[config.mk]
export PLATFORM = sky130hd
export DESIGN_NAME = eight_bit_serial_subtractor
export DESIGN_NICKNAME = d
export VERILOG_FILES = /design/src/rtl/eight_bit_serial_subtractor.sv
export SDC_FILE = /design/constraint.sdc
export NUM_CORES = 1
export LEC_CHECK = 0
export ABC_AREA = 0
export CAP_MARGIN = 10
export CELL_PAD_IN_SITES_DETAIL_PLACEMENT = 0
export CELL_PAD_IN_SITES_GLOBAL_PLACEMENT = 1
export CORE_MARGIN = 1.5
export CORE_UTILIZATION = 44
export DETAILED_ROUTE_END_ITERATION = 10
export PLACE_DENSITY_LB_ADDON = 0.1
export SETUP_SLACK_MARGIN = 0.1
export SYNTH_ARGS = -nofsm -noshare
export SYNTH_HDL_FRONTEND = slang
export SYNTH_SLANG_ARGS = --single-unit
[constraint.sdc]
create_clock -name clk -period 2.65 [get_ports clk]
set_input_delay 0.3975 -clock clk [delete_from_list [all_inputs] [get_ports clk]]
set_output_delay 0.3975 -clock clk [all_outputs]
set_load 0.1 [all_outputs]
[src/rtl/eight_bit_serial_subtractor.sv]
// Bit-serial unsigned subtractor: diff = a - b - bin, one bit per clock, LSB first; optional signed overflow via SERIAL_SUB_OVF_EN.
// Latency: WIDTH cycles from the accepting edge to the done pulse; one operation per WIDTH+2 edges at best.
// Backpressure: start is sampled only in IDLE and ignored while busy; there is no output stall.
module eight_bit_serial_subtractor #(
    parameter int WIDTH = 8
) (
    input  logic             clk,
    input  logic             rst_n,
    input  logic             start,
    input  logic [WIDTH-1:0] a,
    input  logic [WIDTH-1:0] b,
    input  logic             bin,
    output logic             busy,
    output logic             done,
    output logic [WIDTH-1:0] diff,
    output logic             bout
`ifdef SERIAL_SUB_OVF_EN
    ,
    output logic             ovf
`endif
);

    localparam int CW = $clog2(WIDTH);
    localparam logic [CW-1:0] LAST = CW'(WIDTH - 1);

    typedef enum logic [1:0] {
        S_IDLE,
        S_SHIFT,
        S_DONE
    } state_t;

    state_t           state;
    state_t           state_nxt;
    logic             accept;
    logic             last_bit;

    logic [WIDTH-1:0] a_sr;
    logic [WIDTH-1:0] b_sr;
    logic [WIDTH-1:0] res_sr;
    logic [CW-1:0]    cnt;
    logic             brw;

    logic             x;
    logic             y;
    logic             d;
    logic             brw_nxt;
    logic [WIDTH-1:0] res_nxt;

    always_ff @(posedge clk or negedge rst_n) begin
        if (!rst_n) begin
            state <= S_IDLE;
        end else begin
            state <= state_nxt;
        end
    end

    always_comb begin
        state_nxt = state;
        accept    = 1'b0;
        last_bit  = 1'b0;
        case (state)
            S_IDLE: begin
                if (start) begin
                    accept    = 1'b1;
                    state_nxt = S_SHIFT;
                end
            end
            S_SHIFT: begin
                if (cnt == LAST) begin
                    last_bit  = 1'b1;
                    state_nxt = S_DONE;
                end
            end
            S_DONE: begin
                state_nxt = S_IDLE;
            end
            default: begin
                state_nxt = S_IDLE;
            end
        endcase
    end

    assign busy = (state != S_IDLE);
    assign done = (state == S_DONE);

    // Full-subtractor step on the current LSBs; the new bit enters at the MSB end
    always_comb begin
        x       = a_sr[0];
        y       = b_sr[0];
        d       = x ^ y ^ brw;
        brw_nxt = (~x & y) | (~(x ^ y) & brw);
        res_nxt = {d, res_sr[WIDTH-1:1]};
    end

    always_ff @(posedge clk or negedge rst_n) begin
        if (!rst_n) begin
            a_sr   <= '0;
            b_sr   <= '0;
            res_sr <= '0;
            cnt    <= '0;
            brw    <= 1'b0;
        end else if (accept) begin
            a_sr   <= a;
            b_sr   <= b;
            res_sr <= '0;
            cnt    <= '0;
            brw    <= bin;
        end else if (state == S_SHIFT) begin
            a_sr   <= a_sr >> 1;
            b_sr   <= b_sr >> 1;
            res_sr <= res_nxt;
            cnt    <= cnt + 1'b1;
            brw    <= brw_nxt;
        end
    end

    // Visible result only updates on the edge entering DONE, never mid-shift
    always_ff @(posedge clk or negedge rst_n) begin
        if (!rst_n) begin
            diff <= '0;
            bout <= 1'b0;
        end else if (last_bit) begin
            diff <= res_nxt;
            bout <= brw_nxt;
        end
    end

`ifdef SERIAL_SUB_OVF_EN
    // On the final step x/y are the operand MSBs and d is the result MSB
    always_ff @(posedge clk or negedge rst_n) begin
        if (!rst_n) begin
            ovf <= 1'b0;
        end else if (last_bit) begin
            ovf <= (x ^ y) & (d ^ x);
        end
    end
`endif

endmodule

* After elaboration in Yosys (flattened, before gate mapping)
Cells that the tools add are included.
** Word-level totals
- Register bits :: 39
- Input bits :: 20
- Output and inout port bits :: 11
- Word-level logic and storage cells :: 42
** Operators by class
- Add/subtract/negate cells :: 1
- Equality and inequality tests :: 5
- Muxes and demuxes :: 17
- Bitwise gates (word level) :: 7
- Reduce and logical (&&, ||, !) cells :: 4
** Operators by type and width (count)
- 8-bit 2-to-1 mux :: 6
- 1-bit 2-to-1 mux :: 6
- 3-bit 2-to-1 mux :: 2
- 2-bit 2-to-1 mux :: 2
- 2-bit inequality test, second input constant :: 2
- 2-bit one-hot mux with 2 select lines :: 1
- 2-bit nonzero test :: 2
- 3-bit by 1-bit adder with 3-bit output, second input constant :: 1
- 3-bit == test, second input constant :: 1
- 1-bit AND :: 2
- 2-bit by 1-bit == test with 1-bit output, second input constant :: 1
- 2-bit == test, second input constant :: 1
- 2-bit logical NOT :: 1
- 1-bit NOT :: 2
- 2-bit AND reduction :: 1
- 1-bit XOR :: 2
- 1-bit bitwise OR :: 1

* Longest topological paths before layout
Gate-level depths: netlist of run 1.
- Depth after elaboration :: 6
- Gate-level depth with buffers :: 6
- Mapped depth without buffers :: 5

* Least setup slack after synthesis of run 1
OpenSTA, ideal clock, no wires.
- Path type :: reg-to-output
- Start :: register state[1]
- End :: output done
- Arrival time :: 1.974 ns
- Data required time :: 2.253 ns
- Slack :: 0.279 ns
- Stages on the path, launching flop included :: 5
- Path buffers :: 2
- Path through :: dfrtp_1 buf_6 inv_1 buf_2 nor2_1
** On the way
- Word-level cells in the longest chain between the ends :: 1
** Ends and longest elaborated chain
- start: declaration :: line 32 : state_t state;
- start signal: assignment :: line 53 : state <= state_nxt;
- 2-bit == test :: line 84 : assign done = (state == S_DONE);
- end: declaration :: line 14 : output logic done,
No other way between the ends.

* Worst setup path in the final report of run 1
Ends and elaborated chain as after synthesis.

==> metrics.md, run 1 <==
| Metric | Value |
|---|---|
| Outcome | finished clean |
| Layout cell share with drive strength beyond 1 | a little over a fifth |
| Yosys cell types | 29 |
| Slew @ Worst Pin | around 0.56 ns |
| Worst path arrival time | between 1.5 and 2 ns |
| P&R area growth vs syn | 20.9% |
| Core area | 0.00366 mm² |
| Hold buffers post-CTS | 0 |
| First-pass GRT wire length | roughly 5.6 mm |
| Largest net degree at the start of global routing | 39 |
| Compound-gate portion of the synthesized area | between 10% and 20% |
| Average size of a mapped cell | approximately 12 µm² |
| RSZ-0062 raised after global routing | no |
| CP max FO | 16 |
| CTS buffer count | 5 |
| Std cell rows | 22 |
| Buffers on Ports | 30 |
| Max Cap Viol | 0 |
| Syn nets | between 150 and 200 |
| Peak Freq | 500 MHz |
| Met1 Usage GRT | about a quarter |
| Number of routed nets with antenna violations | 0 |
| Critical path capture point type | primary output |
| XOR/XNOR Fraction of Synth Area | 0% |
| Worst Clk Skew | around 0.0026 ns |
| Number of synthesized flops with an enable pin | 0 |
| Final slew viol count | 0 |
| Cells along the critical path | inv_1, nor2_1, buf_4 |
| GRT overflow | 0 |
| Slew headroom | 62.4% |
| Count of final setup violators | 0 |
| GPL Wtd Cong | between 0.7 and 0.8 |
| Top delay family on crit path | buffers and inverters |
| Post-CTS setup buffer count | 0 |
| CP max stage cell | dfrtp_1 |
| Post-synth ARST share | 100% |
| Adder-Cell Fraction of Synth Area | 2.68% |
| # nets final | between 150 and 200 |
| Most frequently used flop master after synthesis | dfrtp_1 |
| Synth warnings | 0 |
| Startpoint Class | flop |
| Pwr dens | between 1000 and 1500 mW/mm² |
| Worst VDD drop | approximately 0.53 mV |
| Final WS setup | around 0.65 ns |
| Mux cell area share after synthesis | 6.93% |
| Total GRT Usage | ~18% |
| Most common cell in the netlist | dfrtp_1 |
| Initial antenna violation count | 0 |
| Setup TNS | 0 ns |
| Later-pin clock latency in the skew report | 0.28 ns |
| Initial Utilization | between 40% and 50% |
| Detailed Route WL | 3.18 mm |
| Main combinational cell family by area after synthesis | compound AO/OA/AOI/OAI gates |
| Final Hold Fails | 0 |
| Via density | between 5 and 6 |
| Dominant cell type by area after synthesis | dfrtp_1 |
| Fill count | 340 |
| CP bufs+invs | 2 |
| Die Area | roughly 0.0042 mm² |
| Initial DRC count | 61 |
| Period utilization | about 75% |
| Die Y | ~65 µm |
| Cell area after synthesis | 0.00168 mm² |
| Cts repair resizes | 0 |
| Met2 Usage GRT | 27.8% |
| Diode count | 0 |
| Sequential area share after synthesis | 56.6% |
| DP HPWL | 2.17 mm |
| Worst stage delay on the critical path | between 0.5 and 0.6 ns |
| Drt first pass iters | 4 |
| CTS tree | done |
| Synth cell count leaders | 38 x dfrtp_1, 16 x nor2_1, 13 x a21oi_1, 13 x o22ai_1, 9 x a22o_1 |
| CTS max path bufs | 2 |
| Min-delay worst type | flop to flop |
| Die width | ~65 µm |
| WL/cell | about 15 µm |
| I/O Pins | 31 |
| CP required | around 2.3 ns |
| # H-tree levels | 2 |
| Routed vias | between 1k and 1.5k |
| Min Tclk post-route | ~2.0 ns |
| DRC viols | 0 |
| Cells after Synth | ~140 |
| Top cells by area, synth | dfrtp_1 57%, mux2_4 6.3%, o22ai_1 4.8%, a22o_1 4.7%, buf_6 4.0% |
| Root buf cell | clkbuf_8 |
| Clock sinks | 38 |
| Worst-path clk slew | around 0.07 ns |
| Post-synthesis register bit count | 38 |
| Vias in the first global route | approximately 1.2k |
| DP Worst Slack | 0.783 ns |
| Top cell type's share of synthesized area | between 50% and 60% |
| Pleak | 0.938 nW |
| Final Power | 2.75 mW |
| Critical path class | flop to primary output |
| Synth Area in Simple Gates | ~9% |
| GR Layer Usage met3 | 3.82% |
| GRT busiest layer | met2 |
## cells by family after synthesis
logic type	Yosys count
AO/OA/AOI/OAI	44
flip-flops	38
multiplexers	8
adder cells (fa/ha/maj)	3
AND/OR/NAND/NOR	28
buffers and inverters	14
## power breakdown
part / switching, mW / total, mW / leakage [nW] / internal (mW)
Sequential: 0.184 / 1.02 / 0.468 / 0.841
Clock: 0.191 / 0.400 / 0.0482 / 0.210
Combinational: 0.838 / 1.32 / 0.422 / 0.484
Total: 1.21 / 2.75 / 0.938 / 1.53
## cell type report
type | instances | area [µm²] | area share, %
inverters | 6 | 22.5 | 1.11
clock inverters | 1 | 5.00 | 0.246
clock buffers | 7 | 86.3 | 4.25
well taps | 48 | 60.1 | 2.96
flip-flops and latches | 38 | 951 | 46.8
repair buffers | 31 | 280 | 13.8
multi-input cells | 83 | 626 | 30.8
## registers in the layout (all words and copies together), names as in the netlist
signal and cells:
diff 8, b_sr 8, brw 1, a_sr 8
res_sr 7, state 2, bout 1, cnt 3
## metrics by stage
stage                     instances  hold slack, ns  utilization, %  area [µm²]
after global placement          206           0.479            53.0        1940
final                           214           0.496            55.5        2030
after floorplan                 135           0.102               -        1680
after detailed placement        206           0.481            53.0        1940
after global routing            214           0.528            55.5        2030
after CTS                       214           0.502            55.5        2030
## routing by layer
metal  part of all wire [%]  routed length, µm
met1                     48               1540
met4                    1.8                 56
met2                     46               1460
met5                      0                  0
met3                    3.9                123
## layout by cell type (no fill, tap or decap), drive strengths merged, types with 2 or more instances in the layout
cell type / count
nand2b: 2
clkdlybuf4s50: 19
mux2: 8
a22o: 9
nor4b: 2
ha: 2
inv: 6
nand2: 2
dfrtp: 38
nor2: 17
o22ai: 14
nor3: 3
buf: 12
o21ai: 2
clkbuf: 7
a32o: 2
a21oi: 14
## worst paths after layout
check / startpoint / to / slack [ns] / cells after the start
min: a_sr[7] / a_sr[7] / 0.50 / 1
max in group asynchronous: rst_n / diff[7] / 1.77 / 2
min reg2reg: a_sr[7] / a_sr[7] / 0.50 / 1
max: state[1] / done / 0.65 / 3
max reg2reg: cnt[0] / diff[0] / 1.14 / 4
min in group asynchronous: rst_n / diff[4] / 0.53 / 2
Power figures use the tool's default switching activity.
==> inputs of run 2 (changes only) <==
--- a/config.mk
+++ b/config.mk
@@ -10,7 +10,7 @@
 export CELL_PAD_IN_SITES_DETAIL_PLACEMENT = 0
 export CELL_PAD_IN_SITES_GLOBAL_PLACEMENT = 1
 export CORE_MARGIN = 1.5
-export CORE_UTILIZATION = 44
+export CORE_UTILIZATION = 41
 export DETAILED_ROUTE_END_ITERATION = 10
 export PLACE_DENSITY_LB_ADDON = 0.1
 export SETUP_SLACK_MARGIN = 0.1
==> constraint.sdc (replaced) <==
create_clock -name clk -period 2 [get_ports clk]
set_input_delay 0.3 -clock clk [delete_from_list [all_inputs] [get_ports clk]]
set_output_delay 0.3 -clock clk [all_outputs]
set_load 0.1 [all_outputs]
==> metrics.md, run 2 (synthesis gave the netlist of run 1 again) <==
| Metric | Value |
|---|---|
| Dpl cells | approximately 210 |
| Max Cap Viol | 0 |
| Sw Pwr | roughly 1.6 mW |
| Worst r2r src | cnt[0] |
| Worst VDD drop | a little over 0.8 mV |
| CP max stage cell | dfrtp_1 |
| Pleak | approximately 0.95 nW |
| Total GRT Usage | about 18% |
| Power Internal | just over 2 mW |
| Min Tclk post-route | around 1.7 ns |
| CP max FO | 12 |
| Die width | around 67 µm |
| Buffers on Ports | 30 |
| Std cell rows | 23 |
| Switching Fraction | 44.5% |
| Initial DRC count | a little over 70 |
| Later-pin clock latency in the skew report | around 0.29 ns |
| WL/cell | between 15 and 20 µm |
| Drt first pass iters | 4 |
| Most frequent cells in the layout | 38 x dfrtp_1, 19 x clkdlybuf4s50_1, 15 x nor2_1, 13 x o22ai_1, 13 x a21oi_1 |
| Die Y | about 67 µm |
| Critical path class | flop to primary output |
| Cells along the critical path | nor2_1, inv_1, buf_12 |
| DP HPWL | around 2.3 mm |
| GRT overflow | 0 |
| Crit Reg-Reg Endpoint | diff[0] |
| Worst R2R Path Depth | 4 |
| CTS max path bufs | 2 |
| Worst Clk Skew | between 0.005 and 0.006 ns |
| I/O Pins | 31 |
| Cell Count, Final, Fillers Out | between 200 and 250 |
| Flop pwr share | 37.5% |
| Count of final setup violators | 0 |
| GPL Wtd Cong | just over 0.7 |
| Power share of the combinational group | between 40 and 50% |
| Cts repair resizes | 0 |
| Diode count | 0 |
| Worst stage delay on the critical path | around 0.63 ns |
| CTS tree | done |
| Worst-path clk slew | ~0.07 ns |
| Reg2reg setup slack | approximately 0.50 ns |
| Worst path arrival time | about 1.4 ns |
| Vias in the first global route | between 1k and 1.5k |
| Period utilization | between 80% and 90% |
| Critical path capture point type | primary output |
| # H-tree levels | 2 |
| Final Hold Fails | 0 |
| Startpoint Class | flop |
| Die Area | 0.00449 mm² |
| Initial antenna violation count | 0 |
| Setup TNS | 0 ns |
| CP required | roughly 1.7 ns |
| Slew @ Worst Pin | approximately 0.54 ns |
| Final hold slack | 0.440 ns |
| Largest net degree at the start of global routing | 39 |
| Hold buffers post-CTS | 0 |
| Core area | roughly 0.0040 mm² |
| Outcome | finished clean |
| Clock sinks | 38 |
| # nets final | around 190 |
| Min-delay worst type | primary input to async pin |
| Number of routed nets with antenna violations | 0 |
| Final Power | 3.63 mW |
| DRC viols | 0 |
| Detailed Route WL | around 3.4 mm |
| Clk network pwr share | a little over an eighth |
| CTS buffer count | 5 |
| First-pass GRT wire length | 5.81 mm |
| Root buf cell | clkbuf_8 |
| Slew headroom | between 60% and 70% |
| Initial Utilization | around 42% |
| Via density | roughly 5.3 |
| Post-CTS setup buffer count | 0 |
| Pwr dens | 1760 mW/mm² |
| Commonest non-fill, non-tap cell in the layout | dfrtp_1 |
| Routed vias | approximately 1.1k |
| P&R area growth vs syn | 22.4% |
| Layout cell share with drive strength beyond 1 | between 20% and 30% |
| Final slew viol count | 0 |
| Biggest regs | a_sr x8, b_sr x8, diff x8 |
| Peak Freq | 599 MHz |
| RSZ-0062 raised after global routing | no |
[run 2: changes by cell type in the layout (fill, tap and decap cells not counted), sizes merged]
cell / delta
clkinv: +1
clkbuf: -2
buf: +1
[run 2: metal layers]
layer  part of all wire [%]  vias up  global-route usage (%)  routed length [µm]
li1                       -      548                       -                   -
met1                     46      555                    25.1                1560
met2                     46       31                    25.9                1540
met3                    5.9        7                    5.57                 197
met4                    1.9        0                    7.65                  63
met5                      0        -                       0                   0
[run 2: how the worst max path moves through the flow]
stage / slack (ns) / startpoint / cells past startpoint / endpoint
after floorplan: 0.19 / state[1] / 4 / done
after global routing: 0.22 / state[0] / 3 / busy
after global placement: 0.39 / start / 3 / cnt[2]
after CTS: 0.32 / state[0] / 3 / busy
final: 0.33 / state[0] / 3 / busy
after detailed placement: 0.31 / start / 3 / a_sr[7]
[run 2: metrics by stage]
| stage | setup WS [ns] | util [%] | cell area, µm² |
|---|---|---|---|
| floorplan | 0.192 | - | 1680 |
| global placement | 0.391 | 49.8 | 1980 |
| detailed placement | 0.306 | 49.8 | 1980 |
| CTS | 0.316 | 51.8 | 2060 |
| global route | 0.222 | 51.8 | 2060 |
| finish | 0.331 | 51.8 | 2060 |
[run 2: power by group through the flow]
stage	Clock [mW]	Sequential (mW)	Combinational, mW
2_1_floorplan	0	1.85	0.960
3_3_place_gp	0	1.36	1.75
3_5_place_dp	0	1.38	1.79
4_1_cts	0.511	1.36	1.80
5_1_grt	0.554	1.41	1.91
6_report	0.488	1.36	1.78
[run 2: worst max-delay path: cells and delay by family (launching register included)]
family / cells / cell delay (ns)
DFF: 1 / 0.63
buffers and inverters: 2 / 0.30
and+or+nand+nor: 1 / 0.15
[run 2: area by class of cell]
class / instances / area (µm²)
Fill cell: 360 / 1920
Clock inverter: 2 / 10.0
Inverter: 6 / 22.5
Sequential cell: 38 / 951
Clock buffer: 5 / 68.8
Timing Repair Buffer: 32 / 313
Multi-Input combinational cell: 83 / 628
Tap cell: 50 / 62.6
==> inputs of run 3 (changes only) <==
--- a/config.mk
+++ b/config.mk
@@ -10,7 +10,7 @@
 export CELL_PAD_IN_SITES_DETAIL_PLACEMENT = 0
 export CELL_PAD_IN_SITES_GLOBAL_PLACEMENT = 1
 export CORE_MARGIN = 1.5
-export CORE_UTILIZATION = 41
+export CORE_UTILIZATION = 37
 export DETAILED_ROUTE_END_ITERATION = 10
 export PLACE_DENSITY_LB_ADDON = 0.1
 export SETUP_SLACK_MARGIN = 0.1
==> constraint.sdc (replaced) <==
create_clock -name clk -period 1.4 [get_ports clk]
set_input_delay 0.21 -clock clk [delete_from_list [all_inputs] [get_ports clk]]
set_output_delay 0.21 -clock clk [all_outputs]
set_load 0.1 [all_outputs]
==> metrics.md, run 3 (synthesis gave the netlist of run 1 again) <==
| Metric | Value |
|---|---|
| Worst Clk Skew | approximately 0.0042 ns |
| Initial DRC count | 90 |
| I/O Pins | 31 |
| Buffers on Ports | 30 |
| CP max stage cell | dfrtp_2 |
| Most frequent cells in the layout | 36 x dfrtp_1, 18 x clkdlybuf4s50_1, 16 x buf_4, 14 x nor2_1 |
| Critical path capture point type | primary output |
| Die Y | between 70 and 80 µm |
| Initial antenna violation count | 0 |
| Flop pwr share | between 30% and 40% |
| Drt first pass iters | 4 |
| DRC viols | 0 |
| CP bufs+invs | 3 |
| CTS tree | done |
| Clk network pwr share | roughly 11% |
| Min Tclk post-route | between 1 and 1.5 ns |
| Later-pin clock latency in the skew report | 0.29 ns |
| Layout cell share with drive strength beyond 1 | 38.3% |
| Worst r2r src | cnt[1] |
| CP max FO | 4 |
| Final WS setup | -0.0527 ns |
| Final Hold Fails | 0 |
| Top delay family on crit path | flip-flops |
| Worst stage delay on the critical path | between 0.4 and 0.5 ns |
| P&R area growth vs syn | 48.4% |
| Worst R2R Path Depth | 4 |
| Worst-path clk slew | around 0.070 ns |
| Root buf cell | clkbuf_8 |
| Count of final setup violators | 2 |
| Diode count | 0 |
| Outcome | finished with violations |
| Vias in the first global route | ~1.3k |
| Routed vias | about 1.3k |
| Startpoint Class | flop |
| Power Internal | 3.53 mW |
| Dpl cells | approximately 220 |
| # nets final | 211 |
| Largest net degree at the start of global routing | 39 |
| GPL Wtd Cong | between 0.8 and 0.9 |
| Power share of the combinational group | 56.0% |
| Crit Reg-Reg Endpoint | diff[7] |
| Number of routed nets with antenna violations | 0 |
| Commonest non-fill, non-tap cell in the layout | dfrtp_1 |
| DP HPWL | 2.41 mm |
| Pwr dens | ~2500 mW/mm² |
| GRT overflow | 0 |
| Failing checks | negative setup slack |
| Die Area | just under 0.005 mm² |
| Final slew viol count | 0 |
| Min-delay worst type | primary input to async pin |
| Crit path from | state[0] |
| Period utilization | 104% |
| CTS buffer count | 5 |
| Die width | just over 70 µm |
| Via density | between 5 and 6 |
| Max Cap Viol | 0 |
| Worst VDD drop | about 0.95 mV |
| Critical path class | flop to primary output |
| Slew headroom | between 70% and 80% |
| RSZ-0062 raised after global routing | yes |
| Reg2reg setup slack | approximately 0.05 ns |
| Pleak | roughly 1.1 nW |
| Final Util | between 50 and 60% |
| Sw Pwr | about 2.6 mW |
| Slew @ Worst Pin | roughly 0.41 ns |
| CP required | between 1 and 1.5 ns |
| Initial Utilization | 38.6% |
| FF/Latch Area | approximately 950 µm² |
| Core area | 0.00435 mm² |
| Total GRT Usage | ~16% |
| Cells along the critical path | buf_6, nor2_4, clkinvlp_4, buf_12 |
| Cell Count, Final, Fillers Out | between 200 and 250 |
| DP Worst Slack | -0.0985 ns |
| Placed cell area | roughly 0.0022 mm² |
| Detailed Route WL | 3.90 mm |
| Switching Fraction | around 42% |
| Post-route cell area | around 0.0025 mm² |
| Final Power | approximately 6 mW |
| # H-tree levels | 2 |
| CTS max path bufs | 2 |
| Std cell rows | 24 |
| WL/cell | 16.2 µm |
| Worst path arrival time | 1.24 ns |
| Multi-input gate area | between 700 and 800 µm² |
| First-pass GRT wire length | approximately 5.9 mm |
| Biggest regs | a_sr x8, b_sr x8, diff x8 |
| Clock sinks | 38 |
| Peak Freq | ~690 MHz |
| Fill count | 368 |
run 3: cell count changes in the layout (fill, tap and decap cells not counted), sizes merged:
cell | before | now
buf | 13 | 33
dlymetal6s2s | 0 | 1
nand3b | 1 | 2
clkinvlp | 0 | 1
inv | 6 | 5
nor2 | 17 | 18
clkdlybuf4s50 | 19 | 18
run 3: repair_timing:
item                                    in CTS  in global routing
endpoints found under the setup margin      12                 36
setup buffers                                5                  7
pin swaps                                    2                  3
cloned                                       0                  3
hold buffers                                 0                  0
gates resized for setup                      9                 18
run 3: worst max path at each step:
stage	endpoint	slack (ns)	cells after the start
floorplan	done	0.05	4
global placement	brw	-0.08	4
detailed placement	a_sr[0]	-0.1	4
CTS	busy	-0.08	4
global route	busy	-0.1	4
finish	busy	-0.05	4
run 3: worst reg2reg max path, cell delays in order (launching register included):
cell      delay [ns]
dfrtp_1         0.41
ha_4            0.18
ha_4            0.18
nand3b_4        0.14
mux2_4          0.32
run 3: per-stage QoR:
stage	hold WS [ns]	setup TNS (ns)
2_1_floorplan	-0.0856	0
3_5_place_dp	0.488	-1.13
3_3_place_gp	0.484	-0.764
4_1_cts	0.294	-0.0951
5_1_grt	0.298	-0.162
6_report	0.285	-0.0815
run 3: routing by layer:
metal | vias up | track usage, % | routed length (µm)
met1 | 638 | 18.2 | 1590
met4 | 0 | 7.05 | 38
met5 | - | 0 | 0
met3 | 4 | 5.34 | 195
met2 | 41 | 25.6 | 2070
li1 | 597 | - | -
run 3: area by class of cell:
class / instances / share of cell area (%)
clock buffers: 5 / 2.76
clock inverters: 2 / 0.402
flip-flops and latches: 38 / 38.3
well taps: 52 / 2.61
multi-input cells: 85 / 29.9
inverters: 6 / 1.56
repair buffers: 52 / 24.5
run 3: power by group through the flow:
stage / Sequential [mW] / Clock (mW) / Combinational [mW]
after global routing: 2.05 / 0.773 / 3.64
after detailed placement: 2.01 / 0 / 3.02
after CTS: 1.98 / 0.721 / 3.14
after floorplan: 2.65 / 0 / 1.44
after global placement: 1.99 / 0 / 2.95
final: 2.00 / 0.699 / 3.44
